`config.mk`:
```
export PLATFORM = sky130hd
export DESIGN_NAME = sram_arbiter
export DESIGN_NICKNAME = d
export VERILOG_FILES = /design/src/rtl/sram_arbiter.sv
export SDC_FILE = /design/constraint.sdc
export NUM_CORES = 1
export LEC_CHECK = 0
export ABC_AREA = 1
export BUFFER_PORTS_ARGS = -buffer_cell sky130_fd_sc_hd__buf_2
export CORE_ASPECT_RATIO = 0.9
export CORE_MARGIN = 1
export CORE_UTILIZATION = 51
export CTS_CLUSTER_DIAMETER = 100
export DETAILED_ROUTE_END_ITERATION = 10
export GPL_TIMING_DRIVEN = 0
export PLACE_DENSITY = 0.89
export SETUP_SLACK_MARGIN = 0.05
export SYNTH_ARGS = -nofsm -noshare
export SYNTH_HDL_FRONTEND = slang
export SYNTH_SLANG_ARGS = --single-unit
```
`constraint.sdc`:
```
create_clock -name clk_chipset -period 2.59 [get_ports clk_chipset]
set_input_delay 0.518 -clock clk_chipset [delete_from_list [all_inputs] [get_ports clk_chipset]]
set_output_delay 0.518 -clock clk_chipset [all_outputs]
set_load 0.01 [all_outputs]
```
`src/rtl/sram_arbiter.sv`:
```
// sram_arbiter
//   Three-port arbiter and access sequencer for the shared external 8-bit
//   asynchronous SRAM. One access runs at a time. The SRAM pins are driven
//   from registers, and each access completes with a one-cycle ack to the
//   port that was granted.
//
//   Ports
//     clk_chipset, reset_n          : clock (rising edge), async active-low reset
//     cpu_req/we/addr/wdata         : CPU request (we=1 -> write)
//     cpu_rdata/cpu_ack             : CPU read data, completion pulse
//     vid_req/vid_addr              : video read-only request
//     vid_rdata/vid_ack             : video read data, completion pulse
//     dma_req/we/addr/wdata         : SD/DMA loader request
//     dma_rdata/dma_ack             : DMA read data, completion pulse
//     SRAM_ADDR                     : SRAM address
//     SRAM_DATA_O / SRAM_DATA_I     : write data to pins / read-back from pins
//     SRAM_DATA_OE                  : 1 = top level drives SRAM_DATA_O on pins
//     SRAM_WE_n                     : SRAM write enable, active low
module sram_arbiter #(
  parameter int AW       = 21,
  parameter int RD_WAIT  = 2,
  parameter int WE_WIDTH = 1
) (
  input  logic          clk_chipset,
  input  logic          reset_n,
  input  logic          cpu_req,
  input  logic          cpu_we,
  input  logic [AW-1:0] cpu_addr,
  input  logic [7:0]    cpu_wdata,
  output logic [7:0]    cpu_rdata,
  output logic          cpu_ack,
  input  logic          vid_req,
  input  logic [AW-1:0] vid_addr,
  output logic [7:0]    vid_rdata,
  output logic          vid_ack,
  input  logic          dma_req,
  input  logic          dma_we,
  input  logic [AW-1:0] dma_addr,
  input  logic [7:0]    dma_wdata,
  output logic [7:0]    dma_rdata,
  output logic          dma_ack,
  output logic [AW-1:0] SRAM_ADDR,
  output logic [7:0]    SRAM_DATA_O,
  input  logic [7:0]    SRAM_DATA_I,
  output logic          SRAM_DATA_OE,
  output logic          SRAM_WE_n
);

  typedef enum logic [2:0] {
    S_IDLE,
    S_RD,
    S_WR_SETUP,
    S_WR_PULSE,
    S_WR_HOLD,
    S_DONE
  } state_e;

  localparam logic [1:0] P_CPU = 2'd0;
  localparam logic [1:0] P_VID = 2'd1;
  localparam logic [1:0] P_DMA = 2'd2;

  // The counter is loaded with N-1 so that the state is held for N cycles.
  localparam logic [2:0] RD_LOAD = 3'(RD_WAIT - 1);
  localparam logic [2:0] WE_LOAD = 3'(WE_WIDTH - 1);

  state_e          state_q, state_d;
  logic [2:0]      cnt_q, cnt_d;
  logic            rr_q, rr_d;          // 0 = cpu wins a cpu/dma tie, 1 = dma wins
  logic [1:0]      port_q, port_d;
  logic [AW-1:0]   addr_q, addr_d;
  logic [7:0]      wdata_q, wdata_d;
  logic [7:0]      cpu_rdata_q, cpu_rdata_d;
  logic [7:0]      vid_rdata_q, vid_rdata_d;
  logic [7:0]      dma_rdata_q, dma_rdata_d;
  logic            oe_q, oe_d;
  logic            we_n_q, we_n_d;
  logic            cpu_ack_q, cpu_ack_d;
  logic            vid_ack_q, vid_ack_d;
  logic            dma_ack_q, dma_ack_d;

  // State register
  always_ff @(posedge clk_chipset or negedge reset_n) begin
    if (!reset_n) begin
      state_q     <= S_IDLE;
      cnt_q       <= 3'd0;
      rr_q        <= 1'b0;
      port_q      <= P_CPU;
      addr_q      <= '0;
      wdata_q     <= 8'h00;
      cpu_rdata_q <= 8'h00;
      vid_rdata_q <= 8'h00;
      dma_rdata_q <= 8'h00;
      oe_q        <= 1'b0;
      we_n_q      <= 1'b1;
      cpu_ack_q   <= 1'b0;
      vid_ack_q   <= 1'b0;
      dma_ack_q   <= 1'b0;
    end else begin
      state_q     <= state_d;
      cnt_q       <= cnt_d;
      rr_q        <= rr_d;
      port_q      <= port_d;
      addr_q      <= addr_d;
      wdata_q     <= wdata_d;
      cpu_rdata_q <= cpu_rdata_d;
      vid_rdata_q <= vid_rdata_d;
      dma_rdata_q <= dma_rdata_d;
      oe_q        <= oe_d;
      we_n_q      <= we_n_d;
      cpu_ack_q   <= cpu_ack_d;
      vid_ack_q   <= vid_ack_d;
      dma_ack_q   <= dma_ack_d;
    end
  end

  // Next-state logic: arbitration, sequencing, read-data capture.
  // Address and write data are only loaded in IDLE, so they cannot move
  // while WE_n is low.
  always_comb begin
    state_d     = state_q;
    cnt_d       = cnt_q;
    rr_d        = rr_q;
    port_d      = port_q;
    addr_d      = addr_q;
    wdata_d     = wdata_q;
    cpu_rdata_d = cpu_rdata_q;
    vid_rdata_d = vid_rdata_q;
    dma_rdata_d = dma_rdata_q;

    case (state_q)
      S_IDLE: begin
        if (vid_req) begin
          port_d  = P_VID;
          addr_d  = vid_addr;
          cnt_d   = RD_LOAD;
          state_d = S_RD;
        end else if (cpu_req && (!dma_req || !rr_q)) begin
          port_d  = P_CPU;
          addr_d  = cpu_addr;
          rr_d    = 1'b1;
          cnt_d   = RD_LOAD;
          if (cpu_we) begin
            wdata_d = cpu_wdata;
            state_d = S_WR_SETUP;
          end else begin
            state_d = S_RD;
          end
        end else if (dma_req) begin
          port_d  = P_DMA;
          addr_d  = dma_addr;
          rr_d    = 1'b0;
          cnt_d   = RD_LOAD;
          if (dma_we) begin
            wdata_d = dma_wdata;
            state_d = S_WR_SETUP;
          end else begin
            state_d = S_RD;
          end
        end
      end
      S_RD: begin
        if (cnt_q == 3'd0) begin
          case (port_q)
            P_VID:   vid_rdata_d = SRAM_DATA_I;
            P_DMA:   dma_rdata_d = SRAM_DATA_I;
            default: cpu_rdata_d = SRAM_DATA_I;
          endcase
          state_d = S_DONE;
        end else begin
          cnt_d = cnt_q - 3'd1;
        end
      end
      S_WR_SETUP: begin
        cnt_d   = WE_LOAD;
        state_d = S_WR_PULSE;
      end
      S_WR_PULSE: begin
        if (cnt_q == 3'd0) begin
          state_d = S_WR_HOLD;
        end else begin
          cnt_d = cnt_q - 3'd1;
        end
      end
      S_WR_HOLD: state_d = S_IDLE;
      S_DONE:    state_d = S_IDLE;
      default:   state_d = S_IDLE;
    endcase
  end

  // Output logic: pin controls and acks are decoded from the next state so
  // that they come straight out of flops in the cycle of that state.
  always_comb begin
    logic ack_any;
    ack_any   = (state_d == S_DONE) || (state_d == S_WR_HOLD);
    oe_d      = (state_d == S_WR_SETUP) || (state_d == S_WR_PULSE) ||
                (state_d == S_WR_HOLD);
    we_n_d    = (state_d != S_WR_PULSE);
    cpu_ack_d = ack_any && (port_d == P_CPU);
    vid_ack_d = ack_any && (port_d == P_VID);
    dma_ack_d = ack_any && (port_d == P_DMA);
  end

  assign cpu_rdata    = cpu_rdata_q;
  assign vid_rdata    = vid_rdata_q;
  assign dma_rdata    = dma_rdata_q;
  assign cpu_ack      = cpu_ack_q;
  assign vid_ack      = vid_ack_q;
  assign dma_ack      = dma_ack_q;
  assign SRAM_ADDR    = addr_q;
  assign SRAM_DATA_O  = wdata_q;
  assign SRAM_DATA_OE = oe_q;
  assign SRAM_WE_n    = we_n_q;

endmodule

```
==> out/qor.yml, run 1 <==
setup_path:
  rrSetupSlack_ns: 0.95
  end_kind: "flop"
  cp_slowest_cell: "dfrtp_1"
  cp.required_ns: 2.85
  path_class: "reg -> reg"
  crit_arrival_ns: 1.90
  path_cells: "inv_1, ha_1, nand2_1, inv_1, nand2_1, nor2_4, buf_6, nor2_1, a21oi_1"
  max_stage_delay_ns: 0.38
  path_max_fanout: 10
  crit_path_start_kind: "flop"
detailed_routing:
  viasPerCell: 4.97
  vias: 3471
  post_drt_wl_per_cell_um: 13.3
  drtAntennaViolNets: 0
  drt-total-wl_mm: 9.30
  drc_errors: 0
  first_iter_violations: 169
  drt_first_pass_iters: 5
floorplan:
  core_mm2: 0.00628
  io_pins: 152
  dieHeight_um: 79.5
  die-area_mm2: 0.00701
  die_w_um: 88.1
  rows: 27
  initial_core_util_pct: 54.2
cts:
  clk_latency_ns: 0.34
  cts-htree-levels: 3
  cts.sinks: 67
  cts.path.max_buffers: 2
  root_buffer: "clkbuf_8"
  clk_pin_slew_worst_paths_ns: 0.08
  cts_resized: 0
  cts_setup_buffers: 0
  numCtsBuffers: 9
  hold_buffers: 0
  cts_tree: "built"
yosys:
  synth.avg_cell_area_um2: 7.65
  synthSimpleGateAreaFrac_pct: 36.9
  synth-xor-area-share_pct: 0
  syn-instance-count: 445
  synth_mux_area_share_pct: 0
  ys_seq_area_share_pct: 49.3
  synth_fp_nets: 543
  synth_top_family_by_area: "simple AND/OR/NAND/NOR gates"
  synth_seq_cells: 67
  yosysWarnings: 0
  yosys.cell_types.count: 23
  synth-compound-area-share_pct: 5.88
  synth_fa_ha_area_share_pct: 1.47
  netlist_area_mm2: 0.00341
timing:
  clock_skew_ns: 0.00680
  period_needed_ns: 1.64
  slew_headroom_pct: 46.2
  totalNegativeSetupSlack_ns: 0
  setup_viol: 0
  finalHoldViolations: 0
  tightest_slew_ns: 0.807
  clock.fmax_ghz: 0.611
  rsz0062_at_grt: "no"
  timing.final.crit_share_pct: 63.2
  drv_slew: 0
placed_design:
  port_buffers: 151
  gp_congestion: 0.826
  dpl.hpwl_mm: 6.97
  dp_cells: 683
  dpl_cell_area_mm2: 0.00427
finish:
  n_antenna_cell: 0
  final_cell_mix: "nand2_1, buf_2, dfrtp_1"
  stdcell_area_mm2: 0.00447
  layout_commonest_cell: "nand2_1"
  final_nets: 705
  fillers: 518
  drive_above_1_share_pct: 33.8
  syn_to_final_growth_pct: 31.3
  final_cell_count_no_fill: 699
min_path:
  hold_class: "in -> async"
power:
  power_frac_comb_pct: 45.9
  power.internal_mw: 2.87
  power_frac_clock_pct: 17.6
  p_switching_mw: 2.12
  irDropWorstVdd_mv: 0.436
  powerDensity_mw_per_mm2: 1120
  seqPwrFrac_pct: 36.5
  swShare_pct: 42.6
  leakagePower_nw: 2.59
global_routing:
  overflow: 0
  grt_pass1_wl_mm: 15.0
  antenna_found_initial: 0
  grt_usage_pct: 28.1
  grt_pass1_vias: 3342
  grt_max_degree: 68
run:
  drv_cap: 0
status:
  status: "finished clean"
## kinds of logic (layout without fill, tap and decap cells)
kind of cell / after synthesis / in the layout
AO/OA/AOI/OAI: 34 / 34
adder cells (fa/ha/maj): 4 / 4
buffers and inverters: 42 / 209
AND/OR/NAND/NOR: 298 / 298
flip-flops: 67 / 67
## per-stage QoR
stage | total power, mW | setup WS, ns | util [%] | hold slack (ns)
global placement | 3.96 | 0.771 | 68.0 | 0.454
floorplan | 3.25 | 1.24 | - | 0.222
detailed placement | 4.11 | 0.937 | 68.0 | 0.454
global route | 5.37 | 0.827 | 71.2 | 0.343
finish | 4.99 | 0.953 | 71.2 | 0.258
CTS | 5.01 | 0.953 | 71.2 | 0.302
## power groups by stage
| stage | clock, mW | combinational (mW) | sequential [mW] |
|---|---|---|---|
| global route | 0.940 | 2.56 | 1.87 |
| CTS | 0.891 | 2.30 | 1.82 |
| floorplan | 0 | 1.26 | 1.99 |
| finish | 0.879 | 2.29 | 1.82 |
| detailed placement | 0 | 2.28 | 1.82 |
| global placement | 0 | 2.16 | 1.80 |
## worst paths after layout
path / endpoint / cells past startpoint / startpoint
worst min register to register: SRAM_DATA_O[0] / 2 / SRAM_DATA_O[0]
worst max-delay path: dma_rdata[6] / 9 / cnt_q[0]
min in group clk_chipset: SRAM_ADDR[6] / 5 / vid_addr[6]
worst max register to register: dma_rdata[6] / 9 / cnt_q[0]
max in group asynchronous: SRAM_DATA_O[7] / 1 / reset_n
worst min-delay path: SRAM_DATA_O[6] / 1 / reset_n
## worst max-delay path: cells and delay by family (launching register included)
family | cells | cell delay, ns
simple gates | 4 | 0.46
buf+inv | 3 | 0.39
flops | 1 | 0.38
compound gates | 1 | 0.16
fa+ha+maj | 1 | 0.15
## cells in the mapped netlist
master	n	area (µm²)
nand2_1	218	818
dfrtp_1	66	1650
nand3_4	1	17.5
nor2_1	25	93.8
clkbuf_1	1	3.75
nand3_1	38	190
buf_4	7	52.6
o21ai_1	2	10.0
buf_6	4	45.0
nand4_1	1	6.26
nor2_2	2	12.5
inv_2	1	3.75
buf_2	5	25.0
inv_1	24	90.1
o21ai_0	5	25.0
nand2_2	4	25.0
nor2_4	6	67.6
o21ai_2	8	70.1
ha_1	4	50.1
nand2_4	1	11.3
a21oi_1	19	95.1
nand3b_1	2	15.0
dfstp_2	1	26.3
## sequential cells by signal, summed over array words and instances, names as in the netlist
register	cells
SRAM_WE_n	1
SRAM_DATA_OE	1
state_q	3
SRAM_DATA_O	8
cpu_rdata	8
port_q	2
SRAM_ADDR	21
cnt_q	3
dma_rdata	8
rr_q	1
dma_ack	1
cpu_ack	1
vid_ack	1
vid_rdata	8
## per-layer routing
layer | GRT usage (%) | vias up | wire length (µm)
met5 | 0 | - | 0
met2 | 49.0 | 148 | 4730
li1 | - | 1716 | -
met3 | 4.65 | 29 | 474
met1 | 33.4 | 1578 | 3810
met4 | 13.7 | 0 | 287
## cell type report
cell class              count  area [µm²]  area share, %
multi-input cells         336        1510           33.7
plain buffers              17         126           2.83
well taps                  87         109           2.43
inverters                  25        93.8           2.10
flip-flops and latches     67        1680           37.5
repair buffers            151         758           17.0
clock inverters             7        76.3           1.71
clock buffers               9         124           2.77
Power figures use the tool's default switching activity.
==> run 2: changes to the inputs <==
- CORE_UTILIZATION: 51 -> 43
- PLACE_DENSITY: 0.89 -> 0.8
- clock period: 2.59 -> 1.4 ns (I/O delays scaled with it)
==> out/qor.yml, run 2 (synthesis gave the netlist of run 1 again) <==
min_path:
  hold_class: "in -> async"
detailed_routing:
  dr_wl_met3_um: 652
  routedLengthMet1_mm: 4.06
  vias: 3592
  drt-total-wl_mm: 10.1
  first_iter_violations: 122
  topRoutingLayerUsed: "met4"
  drtAntennaViolNets: 0
  drc_errors: 0
  met2_length_mm: 5.09
  viasPerCell: 4.91
  post_drt_wl_per_cell_um: 13.8
  drt_first_pass_iters: 4
floorplan:
  io_pins: 152
  die-area_mm2: 0.00828
  core_mm2: 0.00762
  die_w_um: 95.8
  initial_core_util_pct: 44.7
  rows: 30
  dieHeight_um: 86.4
global_routing:
  overflow: 0
  grt_max_degree: 68
  antenna_found_initial: 0
  grt_pass1_wl_mm: 14.6
  grt_pass1_vias: 3250
  grt_usage_pct: 22.8
cts:
  cts.path.max_buffers: 2
  hold_buffers: 0
  cts_tree: "built"
  numCtsBuffers: 9
  clk_pin_slew_worst_paths_ns: 0.09
  root_buffer: "clkbuf_8"
  cts.sinks: 67
  cts-htree-levels: 3
  clk_latency_ns: 0.35
finish:
  final_cell_count_no_fill: 731
  drive_above_1_share_pct: 43.6
  largest_register_ffs: 21
  syn_to_final_growth_pct: 45.7
  stdcell_area_mm2: 0.00496
  final_cell_mix: "nand2_1, buf_2, dfrtp_1"
  layout_commonest_cell: "nand2_1"
  final_nets: 728
  n_antenna_cell: 0
power:
  leakagePower_nw: 2.77
  irDropWorstVdd_mv: 0.745
  powerDensity_mw_per_mm2: 2070
  total_power_mw: 10.3
setup_path:
  reg2reg_from: "cnt_q[1]"
  crit_path_start_kind: "flop"
  path_class: "reg -> reg"
  max_stage_delay_ns: 0.39
  crit_arrival_ns: 1.68
  path_max_fanout: 5
  path_cells: "inv_2, ha_4, nand2_8, inv_8, nand2_4, nor2_4, buf_6, nor2_1, a21oi_1"
  end_kind: "flop"
  cp_slowest_cell: "dfrtp_1"
  cp.required_ns: 1.68
  r2r-end: "dma_rdata[6]"
  rrSetupSlack_ns: 0.004
  rr_worst_depth: 9
placed_design:
  dpl.hpwl_mm: 6.69
  dp_cells: 692
  gp_congestion: 0.818
  port_buffers: 151
  dpl_cell_area_mm2: 0.00428
timing:
  clock_skew_ns: 0.0142
  period_needed_ns: 1.40
  clock.fmax_ghz: 0.716
  slew_headroom_pct: 44.8
  rsz0062_at_grt: "yes"
  totalNegativeSetupSlack_ns: 0
  setup_viol: 0
  timing.final.crit_share_pct: 99.7
  drv_slew: 0
  finalHoldViolations: 0
  tightest_slew_ns: 0.828
status:
  status: "finished clean"
run:
  drv_cap: 0
[run 2: cell types whose count changed in the layout (fill, tap and decap cells not counted), sizes merged]
cell	previous run	this run
buf	167	189
clkinv	2	4
bufinv	1	0
clkbuf	10	11
inv	27	26
[run 2: what timing repair did]
item	4_1_cts	5_1_grt
cloned	1	5
hold endpoints to repair	0	0
buffers inserted	10	7
pin swaps	5	8
endpoints found under the setup margin	59	57
gates resized for setup	16	74
[run 2: worst max path at each step]
stage / from / end / slack, ns / cells after the start
2_1_floorplan: cnt_q[0] / cpu_rdata[6] / 0.05 / 9
3_3_place_gp: reset_n / SRAM_ADDR[0] / -0.23 / 1
3_5_place_dp: cnt_q[0] / dma_rdata[7] / -0.19 / 9
4_1_cts: state_q[2] / rr_q / 0.03 / 7
5_1_grt: state_q[1] / SRAM_ADDR[9] / -0.05 / 8
6_report: cnt_q[1] / dma_rdata[6] / 0.004 / 9
[run 2: stage by stage]
stage / setup WS, ns / utilization, % / hold slack (ns)
CTS: 0.0336 / 60.1 / 0.0548
global placement: -0.227 / 56.2 / 0.452
floorplan: 0.0517 / - / -0.0156
detailed placement: -0.192 / 56.2 / 0.438
global route: -0.0504 / 65.1 / 0.0795
finish: 0.00432 / 65.1 / 0.0224
[run 2: per-layer routing]
metal	GRT usage (%)	up-vias
met5	0	-
met4	8.14	0
met3	5.96	25
met2	39.2	150
met1	27.5	1661
li1	-	1756
[run 2: report_power, final]
group          leakage [nW]  total (mW)  internal [mW]  switching, mW
combinational          1.89        5.38           2.36           3.02
clock                0.0871        1.47          0.653          0.813
sequential            0.801        3.43           2.84          0.597
[run 2: area by class of cell]
cell class	instances	area, µm²
tap	96	120
fill	660	2660
multi-input combinational	336	1720
clock buffer	9	124
timing repair buffer	174	1000
inverter	25	101
clock inverter	7	53.8
buffer	17	168
sequential	67	1680
[run 2: worst max-delay path: cells and delay by family (launching register included)]
kind                       cells  cell delay [ns]
and+or+nand+nor                4             0.33
adders and majority gates      1             0.16
DFF                            1             0.39
AOI/OAI and AO/OA              1             0.12
buffers and inverters          3             0.33
